--- config.mk ---
export PLATFORM = sky130hd
export DESIGN_NAME = pwm_burst_analyzer
export DESIGN_NICKNAME = d
export VERILOG_FILES = /design/src/rtl/pwm_burst_analyzer_pkg.sv /design/src/rtl/pwm_edge_sync.sv /design/src/rtl/pwm_burst_analyzer.sv
export SDC_FILE = /design/constraint.sdc
export NUM_CORES = 1
export LEC_CHECK = 0
export ABC_AREA = 0
export CAP_MARGIN = 15
export CORE_UTILIZATION = 60
export DETAILED_ROUTE_END_ITERATION = 10
export GPL_TIMING_DRIVEN = 0
export PLACE_DENSITY_LB_ADDON = 0.25
export SLEW_MARGIN = 20
export SYNTH_ARGS = -nofsm -noshare
export SYNTH_HDL_FRONTEND = slang
export SYNTH_HIERARCHICAL = 1
export SYNTH_SLANG_ARGS = --single-unit
--- constraint.sdc ---
create_clock -name clk -period 7.7 [get_ports clk]
set_input_delay 1.155 -clock clk [delete_from_list [all_inputs] [get_ports clk]]
set_output_delay 1.155 -clock clk [all_outputs]
set_load 0.02 [all_outputs]
--- src/rtl/pwm_burst_analyzer_pkg.sv ---
// Shared definitions for the burst PWM generator and analyzer pair.
// Latency: n/a (constants and types only).
// Backpressure: n/a.
// Contents: default system clock, burst frequency defaults, FSM state encoding.
package pwm_burst_analyzer_pkg;

    // System clock assumed by default parameter computations (Hz).
    localparam int DEF_CLK_SISTEMA_FREQ = 12_000_000;

    // Burst frequencies used by the generator; kept here so both ends agree.
    localparam int DEF_FREQ_A = 1_000;
    localparam int DEF_FREQ_B = 2_500;

    typedef enum logic {
        ST_IDLE    = 1'b0,
        ST_MEASURE = 1'b1
    } state_e;

endpackage

--- src/rtl/pwm_edge_sync.sv ---
// Purpose: 2-FF synchronizer for the asynchronous PWM pin plus registered rising-edge detect.
// Latency: rise_o asserts 3 cycles after the pin edge; level_o is aligned with rise_o.
// Backpressure: none, free-running on every clock.
// Ports: clk, rst_n (async active-low), pwm_i (async pin), level_o (synchronized level), rise_o (edge strobe).
module pwm_edge_sync (
    input  logic clk,
    input  logic rst_n,
    input  logic pwm_i,
    output logic level_o,
    output logic rise_o
);

    logic sync1_q;
    logic sync2_q;
    logic prev_q;
    logic rise_q;

    always_ff @(posedge clk or negedge rst_n) begin
        if (!rst_n) begin
            sync1_q <= 1'b0;
            sync2_q <= 1'b0;
            prev_q  <= 1'b0;
            rise_q  <= 1'b0;
        end else begin
            sync1_q <= pwm_i;
            sync2_q <= sync1_q;
            prev_q  <= sync2_q;
            rise_q  <= sync2_q & ~prev_q;
        end
    end

    // prev_q and rise_q load on the same edge, so the level seen in the
    // rise cycle is the high sample that produced the edge.
    assign level_o = prev_q;
    assign rise_o  = rise_q;

endmodule

--- src/rtl/pwm_burst_analyzer.sv ---
// Purpose: measures period/high time of each PWM cycle and groups matching periods into bursts.
// Latency: meas_valid 4 cycles after the pin rising edge; mismatch burst_done 1 cycle after meas_valid.
// Backpressure: none; strobes are single-cycle and outputs hold until the next strobe.
// Ports: clk, rst_n, pwm_in -> period_out/high_out/meas_valid, burst_pulses/burst_period/burst_done, signal_lost.
module pwm_burst_analyzer
    import pwm_burst_analyzer_pkg::*;
#(
    parameter int  CLK_SISTEMA_FREQ = DEF_CLK_SISTEMA_FREQ,
    parameter int  TIMEOUT_CYCLES   = (CLK_SISTEMA_FREQ / 5) * 2,
    parameter int  TOL_SHIFT        = 4,
    parameter int  PULSE_WIDTH      = 8,
    localparam int CNT_WIDTH        = $clog2(TIMEOUT_CYCLES + 1)
) (
    input  logic                   clk,
    input  logic                   rst_n,
    input  logic                   pwm_in,
    output logic [CNT_WIDTH-1:0]   period_out,
    output logic [CNT_WIDTH-1:0]   high_out,
    output logic                   meas_valid,
    output logic [PULSE_WIDTH-1:0] burst_pulses,
    output logic [CNT_WIDTH-1:0]   burst_period,
    output logic                   burst_done,
    output logic                   signal_lost
);

    localparam logic [CNT_WIDTH-1:0]   CNT_ONE   = {{(CNT_WIDTH-1){1'b0}}, 1'b1};
    localparam logic [PULSE_WIDTH-1:0] PULSE_ONE = {{(PULSE_WIDTH-1){1'b0}}, 1'b1};
    localparam logic [CNT_WIDTH-1:0]   TO_LAST   = CNT_WIDTH'(TIMEOUT_CYCLES - 1);

    logic level;
    logic rise;

    pwm_edge_sync u_sync (
        .clk     (clk),
        .rst_n   (rst_n),
        .pwm_i   (pwm_in),
        .level_o (level),
        .rise_o  (rise)
    );

    // ---------------- measurement FSM ----------------
    state_e               state_q, state_d;
    logic [CNT_WIDTH-1:0] period_cnt_q, period_cnt_d;
    logic [CNT_WIDTH-1:0] high_cnt_q, high_cnt_d;
    logic [CNT_WIDTH-1:0] period_out_q, period_out_d;
    logic [CNT_WIDTH-1:0] high_out_q, high_out_d;
    logic                 meas_valid_q, meas_valid_d;
    logic                 signal_lost_q;
    logic                 timeout;

    always_comb begin
        state_d      = state_q;
        period_cnt_d = period_cnt_q;
        high_cnt_d   = high_cnt_q;
        period_out_d = period_out_q;
        high_out_d   = high_out_q;
        meas_valid_d = 1'b0;
        timeout      = 1'b0;
        case (state_q)
            ST_IDLE: begin
                period_cnt_d = '0;
                high_cnt_d   = '0;
                // First edge only arms the counters; there is no prior edge to measure from.
                if (rise) begin
                    high_cnt_d = CNT_ONE;
                    state_d    = ST_MEASURE;
                end
            end
            ST_MEASURE: begin
                if (rise) begin
                    // +1 accounts for the rise cycle itself, which the counter never sees.
                    period_out_d = period_cnt_q + 1'b1;
                    high_out_d   = high_cnt_q;
                    meas_valid_d = 1'b1;
                    period_cnt_d = '0;
                    high_cnt_d   = CNT_ONE;
                end else if (period_cnt_q == TO_LAST) begin
                    timeout      = 1'b1;
                    period_cnt_d = '0;
                    high_cnt_d   = '0;
                    state_d      = ST_IDLE;
                end else begin
                    period_cnt_d = period_cnt_q + 1'b1;
                    high_cnt_d   = high_cnt_q + {{(CNT_WIDTH-1){1'b0}}, level};
                end
            end
            default: state_d = ST_IDLE;
        endcase
    end

    always_ff @(posedge clk or negedge rst_n) begin
        if (!rst_n) begin
            state_q       <= ST_IDLE;
            period_cnt_q  <= '0;
            high_cnt_q    <= '0;
            period_out_q  <= '0;
            high_out_q    <= '0;
            meas_valid_q  <= 1'b0;
            signal_lost_q <= 1'b0;
        end else begin
            state_q       <= state_d;
            period_cnt_q  <= period_cnt_d;
            high_cnt_q    <= high_cnt_d;
            period_out_q  <= period_out_d;
            high_out_q    <= high_out_d;
            meas_valid_q  <= meas_valid_d;
            signal_lost_q <= timeout;
        end
    end

    // ---------------- burst compare stage ----------------
    // Works on the registered measurement, so a mismatch reports one cycle
    // after its meas_valid. A timeout can never coincide with meas_valid_q
    // because the period counter restarts on every rise.
    logic [CNT_WIDTH-1:0]   ref_per_q, ref_per_d;
    logic [PULSE_WIDTH-1:0] pulse_cnt_q, pulse_cnt_d;
    logic [PULSE_WIDTH-1:0] burst_pulses_q, burst_pulses_d;
    logic [CNT_WIDTH-1:0]   burst_period_q, burst_period_d;
    logic                   burst_done_q, burst_done_d;
    logic [CNT_WIDTH:0]     per_diff;
    logic [CNT_WIDTH:0]     per_tol;

    always_comb begin
        ref_per_d      = ref_per_q;
        pulse_cnt_d    = pulse_cnt_q;
        burst_pulses_d = burst_pulses_q;
        burst_period_d = burst_period_q;
        burst_done_d   = 1'b0;
        per_diff = (period_out_q >= ref_per_q) ? ({1'b0, period_out_q} - {1'b0, ref_per_q})
                                               : ({1'b0, ref_per_q} - {1'b0, period_out_q});
        per_tol  = {1'b0, ref_per_q >> TOL_SHIFT};
        if (timeout) begin
            if (pulse_cnt_q != '0) begin
                burst_pulses_d = pulse_cnt_q;
                burst_period_d = ref_per_q;
                burst_done_d   = 1'b1;
            end
            pulse_cnt_d = '0;
        end else if (meas_valid_q) begin
            if (pulse_cnt_q == '0) begin
                ref_per_d   = period_out_q;
                pulse_cnt_d = PULSE_ONE;
            end else if (per_diff <= per_tol) begin
                if (pulse_cnt_q != '1) begin
                    pulse_cnt_d = pulse_cnt_q + 1'b1;
                end
            end else begin
                burst_pulses_d = pulse_cnt_q;
                burst_period_d = ref_per_q;
                burst_done_d   = 1'b1;
                ref_per_d      = period_out_q;
                pulse_cnt_d    = PULSE_ONE;
            end
        end
    end

    always_ff @(posedge clk or negedge rst_n) begin
        if (!rst_n) begin
            ref_per_q      <= '0;
            pulse_cnt_q    <= '0;
            burst_pulses_q <= '0;
            burst_period_q <= '0;
            burst_done_q   <= 1'b0;
        end else begin
            ref_per_q      <= ref_per_d;
            pulse_cnt_q    <= pulse_cnt_d;
            burst_pulses_q <= burst_pulses_d;
            burst_period_q <= burst_period_d;
            burst_done_q   <= burst_done_d;
        end
    end

    assign period_out   = period_out_q;
    assign high_out     = high_out_q;
    assign meas_valid   = meas_valid_q;
    assign burst_pulses = burst_pulses_q;
    assign burst_period = burst_period_q;
    assign burst_done   = burst_done_q;
    assign signal_lost  = signal_lost_q;

endmodule

== After elaboration in Yosys (flattened, before gate mapping) ==
Index checks and enable logic that the tools add are counted.

* Add/subtract/negate cells: 5
* Multiply operators: 0
* Divide/modulo/power cells: 0
* Order comparisons: 2
* Equality and inequality tests: 7
* Shift-type cells: 0
* Multiplexer cells: 38
* Bitwise operators: 4
* Reductions and logical operators: 7

{| class="wikitable"
|+ Operators by type and width
! cell !! count
|-
| $mux 23 || 11
|-
| $pmux 23 s2 || 2
|-
| $mux 8 || 10
|-
| $sub 23x23->24 || 2
|-
| $le 24x19->1 || 1
|-
| $mux 24 || 1
|-
| $add 23x1->23 || 1
|-
| $add 23x1->23 const B || 1
|-
| $eq 23x23->1 const B || 1
|-
| $ge 23x23->1 || 1
|-
| $mux 1 || 13
|-
| $add 8x1->8 const B || 1
|-
| $logic_not 8->1 || 1
|-
| $ne 8x8->1 const B || 1
|-
| $reduce_bool 8->1 || 1
|-
| $ne 2x2->1 const B || 3
|-
| $ne 4x3->1 const B || 1
|-
| $reduce_and 2->1 || 2
|-
| $reduce_and 4->1 || 1
|-
| $not 1->1 || 3
|-
| $reduce_and 3->1 || 1
|-
| $ne 2x1->1 const B || 1
|-
| $pmux 1 s2 || 1
|-
| $reduce_bool 2->1 || 1
|-
| $and 1x1->1 || 1
|}

* Register bits after elaboration: 162
* Latch bits: 0
* Bits in writable memories: 0
* Bits in read-only memories: 0
* Input port bits: 3
* Output and inout bits: 80
* Logic and storage cells: 79
* Memories: 0

== Depth between registers and ports, before layout ==
* Depth after elaboration: 7
* Gate-level depth with buffers: 28

== By module ==
Netlist, hierarchy kept.

{| class="wikitable"
|+ Modules (own cells, without submodules)
! module !! instances !! cells an instance !! area each (sq um) !! sequential area each (sq um)
|-
| pwm_burst_analyzer || 1 || 1209 || 10811.6 || 3953.8
|-
| pwm_edge_sync || 1 || 5 || 113.9 || 100.1
|}

== Worst setup path after synthesis ==
OpenSTA, ideal clock, no wires.

* Kind: reg-to-reg
* From: reg period_out_q[20], in the netlist period_out[20]
* To: reg pulse_cnt_q[6]
* Setup time: 0.087 ns
* Data arrival time: 5.269 ns
* Required time: 7.613 ns
* Slack: 2.344 ns
* Cell stages (with the launch flop): 25
* Buffers on the path: 5
* Path through: dfrtp_1 inv_1 ha_1 clkbuf_1 nand3_1 nor4_1 a221o_1 or3_1 buf_6 clkbuf_1 buf_1 a22oi_1 o21ai_0 xor2_1 ha_1 a21o_1 a21oi_1 nor2b_1 a2111oi_0 o41ai_1 o21ai_0 o211ai_2 buf_6 or4_4 a211oi_2

* Cells in the longest elaborated chain, start to end: 7
* Elaborated cells between the ends (all ways): 11
* Those cells by class: add/sub: 2; order compare: 2; eq/ne: 1; mux: 5; reduce/logical: 1

{| class="wikitable"
|+ Ends and longest elaborated chain
! element !! line !! source
|-
| from (decl) || pwm_burst_analyzer.sv:45 || <nowiki>logic [CNT_WIDTH-1:0] period_out_q, period_out_d;</nowiki>
|-
| from (signal assigned) || pwm_burst_analyzer.sv:104 || <nowiki>period_out_q <= period_out_d;</nowiki>
|-
| $sub 23x23->24 (tied with other cells) || pwm_burst_analyzer.sv:130 || <nowiki>: ({1'b0, ref_per_q} - {1'b0, period_out_q});</nowiki>
|-
| $mux 24 (*) || pwm_burst_analyzer.sv:129 || <nowiki>per_diff = (period_out_q >= ref_per_q) ? ({1'b0, period_out_q} - {1'b0, ref_per_q})</nowiki>
|-
| $le 24x19->1 (*) || pwm_burst_analyzer.sv:143 || <nowiki>end else if (per_diff <= per_tol) begin</nowiki>
|-
| $mux 8 || pwm_burst_analyzer.sv:143 ||
|-
| $mux 8 || pwm_burst_analyzer.sv:140 || <nowiki>if (pulse_cnt_q == '0) begin</nowiki>
|-
| $mux 8 || pwm_burst_analyzer.sv:139 || <nowiki>end else if (meas_valid_q) begin</nowiki>
|-
| $mux 8 || pwm_burst_analyzer.sv:132 || <nowiki>if (timeout) begin</nowiki>
|-
| to (signal assigned) || pwm_burst_analyzer.sv:166 || <nowiki>pulse_cnt_q <= pulse_cnt_d;</nowiki>
|-
| to (decl) || pwm_burst_analyzer.sv:116 || <nowiki>logic [PULSE_WIDTH-1:0] pulse_cnt_q, pulse_cnt_d;</nowiki>
|}

Every way passes the cells marked *; elsewhere a longest branch is shown, timed or not. The select of a mux whose other input is x is not followed.
A chain may end at the register's enable or synchronous reset.

== Worst setup path in the final report ==
* From: reg period_out_q[16], in the netlist period_out[16]
* To: reg burst_period_q[0], in the netlist burst_period[0]

* Cells in the longest elaborated chain, start to end: 5
* Elaborated cells between the ends (all ways): 7
* Those cells by class: add/sub: 2; order compare: 2; eq/ne: 1; mux: 1; reduce/logical: 1

{| class="wikitable"
|+ Ends and longest elaborated chain
! element !! line !! source
|-
| $sub 23x23->24 (tied with other cells) || pwm_burst_analyzer.sv:130 ||
|-
| $mux 24 (*) || pwm_burst_analyzer.sv:129 ||
|-
| $le 24x19->1 (*) || pwm_burst_analyzer.sv:143 ||
|-
| $ne 2x2->1 (no line) (*) || -- ||
|-
| $reduce_and 4->1 (no line) (*) || -- ||
|-
| to (signal assigned) || pwm_burst_analyzer.sv:168 || <nowiki>burst_period_q <= burst_period_d;</nowiki>
|-
| to (decl) || pwm_burst_analyzer.sv:118 || <nowiki>logic [CNT_WIDTH-1:0] burst_period_q, burst_period_d;</nowiki>
|}

Every way passes the cells marked *; elsewhere a longest branch is shown, timed or not.

==> results.py <==
metrics = {
    "status": {
        "status": "finished clean",
    },
    "floorplan": {
        "start_util": 0.623,
        "core_um2": 17500,
        "die-area_um2": 18800,
        "ios": 83,
        "die_y_um": 137,
        "dieWidth_um": 137,
        "num_rows": 48,
    },
    "sta": {
        "clock_skew_ns": 0.0137,
        "relSlewSlack": 0.531,
        "fin_crit_sh": 0.944,
        "period_needed_ns": 7.27,
        "hold_viol": 0,
        "setup_viol": 0,
        "fmaxAchievable_ghz": 0.138,
        "tightest_slew_ns": 0.704,
        "rsz0062_at_grt": "no",
        "drv_slew": 0,
    },
    "cts": {
        "htree_levels": 4,
        "root_buffer": "clkbuf_16",
        "cts.sinks": 162,
        "clkTransAtPathRegs_ns": 0.07,
        "clk_latency_ns": 0.44,
        "cts_tree": "done",
        "cts-resized-gates": 0,
        "cts.path.max_buffers": 2,
        "numCtsBuffers": 17,
        "post_cts_buffers": 0,
        "hold_buffers": 0,
    },
    "synthesis": {
        "yosys_register_bits": 162,
        "synth_top_family_by_area": "simple AND/OR/NAND/NOR gates",
        "syn_avg_cell_area_um2": 9.00,
        "syn_nets": 1289,
        "synth.area.mux_share": 0.0563,
        "ys_seq_area_frac": 0.371,
        "synthFlopType": "dfrtp_1",
        "async_reset_ff_frac": 1.00,
        "syn_inst": 1214,
        "yosys_warnings": 6,
        "synth_simple_gate_area_frac": 0.199,
        "synth_area_um2": 10900,
        "synth_edf_count": 0,
        "synth_xor_area_frac": 0.0489,
        "synth_compound_area_frac": 0.179,
        "ys_types": 75,
        "synth_adder_area_share": 0.0838,
    },
    "critical_path": {
        "critPathRequiredTime_ns": 8.00,
        "criticalPathCategory": "register to register",
        "crit_fanout": 10,
        "startpoint_type": "register",
        "r2r_cells": 26,
        "slowest_stage": "a2111oi_0",
        "slowest_delay_ns": 0.58,
        "cp_common_cell": "buf_6",
        "end_kind": "register",
        "cp.arrival_ns": 7.56,
    },
    "global_route": {
        "antenna_found_initial": 0,
        "grt-ovfl-total": 0,
        "track_usage": 0.364,
        "grt_pass1_vias": 9696,
        "grt_pass1_wl_mm": 52.0,
        "grt_max_degree": 94,
    },
    "route": {
        "wl_per_cell_um": 21.1,
        "drcViolationCount": 0,
        "drtAntennaViolNets": 0,
        "firstDrtPassIters": 5,
        "vias_per_cell": 6.47,
        "drt_iter0_markers": 1044,
        "drt_wl_total_mm": 32.8,
        "vias": 10000,
    },
    "power": {
        "power_density_nw_per_um2": 405,
        "ir_drop_uv": 424,
        "power_w": 0.00513,
        "p_leak_nw": 5.66,
    },
    "min_path": {
        "hold_class": "register to register",
        "min_path_cells": 0,
    },
    "finish": {
        "fillers": 1343,
        "layout.nets": 1391,
        "areaGrowthSynthToFinish_pct": 15.8,
        "diodes": 0,
        "final_core_utilization": 0.722,
        "drive_above_1_share": 0.0806,
    },
    "placed_design": {
        "place_congestion": 1.00,
        "post-dp-hpwl_mm": 24.1,
        "io_buffers": 82,
    },
    "run": {
        "maxCapViolCount": 0,
    },
}
[registers in the layout, summed over array words and instances, names as in the netlist, 8 cells and up]
signal,cells
period_cnt_q,23
pulse_cnt_q,8
high_cnt_q,23
ref_per_q,23
period_out,23
high_out,23
burst_pulses,8
burst_period,23
[cell type report]
type / instances / area (µm²) / share of cell area
Clock inverter: 13 / 168 / 0.0132
Inverter: 69 / 259 / 0.0205
Multi-Input combinational cell: 894 / 6200 / 0.490
Tap cell: 225 / 282 / 0.0222
Clock buffer: 18 / 429 / 0.0339
Timing Repair Buffer: 83 / 853 / 0.0674
Sequential cell: 162 / 4050 / 0.320
Buffer: 89 / 415 / 0.0328
[cell usage in the layout (no fill, tap or decap), types with 20 or more instances in the layout]
master / instances
xnor2_1: 27
nand4_1: 20
a21o_1: 24
clkdlybuf4s50_1: 81
inv_1: 68
o2111ai_1: 25
xor2_1: 34
nand2_1: 91
o21ai_0: 51
a21oi_1: 55
or3_1: 34
nor2_1: 110
clkbuf_1: 57
buf_2: 20
ha_1: 70
mux2_2: 24
nand3_1: 66
a221oi_1: 37
nor3b_1: 32
dfrtp_1: 162
mux2i_1: 33
[cell usage after synthesis (4+ instances only)]
cell	instances	area (µm²)
a221oi_1	37	324
buf_2	20	100
a21o_1	24	180
or4_1	6	45.0
and3_1	17	106
xnor2_1	27	236
o21a_1	7	52.6
and4_1	5	43.8
nand3_1	66	330
nand2_1	91	342
and2_1	4	25.0
a21oi_2	4	35.0
ha_1	70	876
buf_6	7	78.8
nor3b_1	32	240
clkbuf_1	56	210
a21oi_1	55	275
o2111ai_1	25	219
o21ai_0	51	255
o211ai_1	11	82.6
mux2_2	24	270
nor3_1	12	60.1
inv_1	68	255
nor4_1	5	31.3
dfrtp_1	162	4050
a31oi_1	6	37.5
nor2b_1	7	43.8
xor2_1	34	298
or3_1	34	213
nand2b_1	8	50.1
a211oi_1	6	45.0
buf_1	5	18.8
o211a_1	4	40.0
mux2i_1	33	330
nor2_1	110	413
o21bai_1	6	45.0
nand4_1	20	125
[worst max-delay path, delay by kind of cell, from the launching register on]
| kind | cells | cell delay, ns |
|---|---|---|
| DFF | 1 | 0.53 |
| and+or+nand+nor | 5 | 1.01 |
| xor gates and xnor gates | 1 | 0.21 |
| buffers and inverters | 8 | 2.10 |
| adders and majority gates | 2 | 0.58 |
| AOI/OAI and AO/OA | 10 | 2.66 |
[metrics by stage]
step	TNS [ns]	instance area (µm²)	std cells	hold slack, ns	setup WS [ns]
floorplan	0	10900	1214	0.331	2.34
global placement	-194.04	12000	1521	0.339	-1.22
detailed placement	0	12100	1522	0.341	0.698
CTS	0	12700	1553	0.355	0.671
global route	0	12700	1553	0.357	0.127
finish	0	12700	1553	0.351	0.432
[final timing paths]
kind | startpoint | end | slack [ns]
max reg2reg | period_out[16] | burst_period[0] | 0.43
min in group asynchronous | rst_n | ref_per_q[19] | 0.66
min reg2reg | u_sync/sync1_q | u_sync/sync2_q | 0.35
min | u_sync/sync1_q | u_sync/sync2_q | 0.35
max | period_out[16] | burst_period[0] | 0.43
max in group asynchronous | rst_n | high_cnt_q[22] | 6.19
[kinds of logic after synthesis]
logic type                 after synthesis
buffers and inverters                  158
AOI/OAI and AO/OA                      275
DFF                                    162
and+or+nand+nor                        428
muxes                                   58
xor gates and xnor gates                61
adders and majority gates               72
[power breakdown]
part	switching, W	internal, W	total (W)	leakage (nW)
clock	0.000397	0.000491	0.000888	0.295
sequential	0.0000774	0.000915	0.000992	2.21
combinational	0.00205	0.00120	0.00325	3.16
[layer usage]
metal | track usage | vias up | part of all wire
met1 | 0.488 | 4903 | 0.42
li1 | - | 4585 | -
met4 | 0.126 | 0 | 0.027
met5 | 0 | - | 0
met2 | 0.584 | 496 | 0.47
met3 | 0.0722 | 57 | 0.077
No activity file was read; power rests on OpenSTA's default activity.
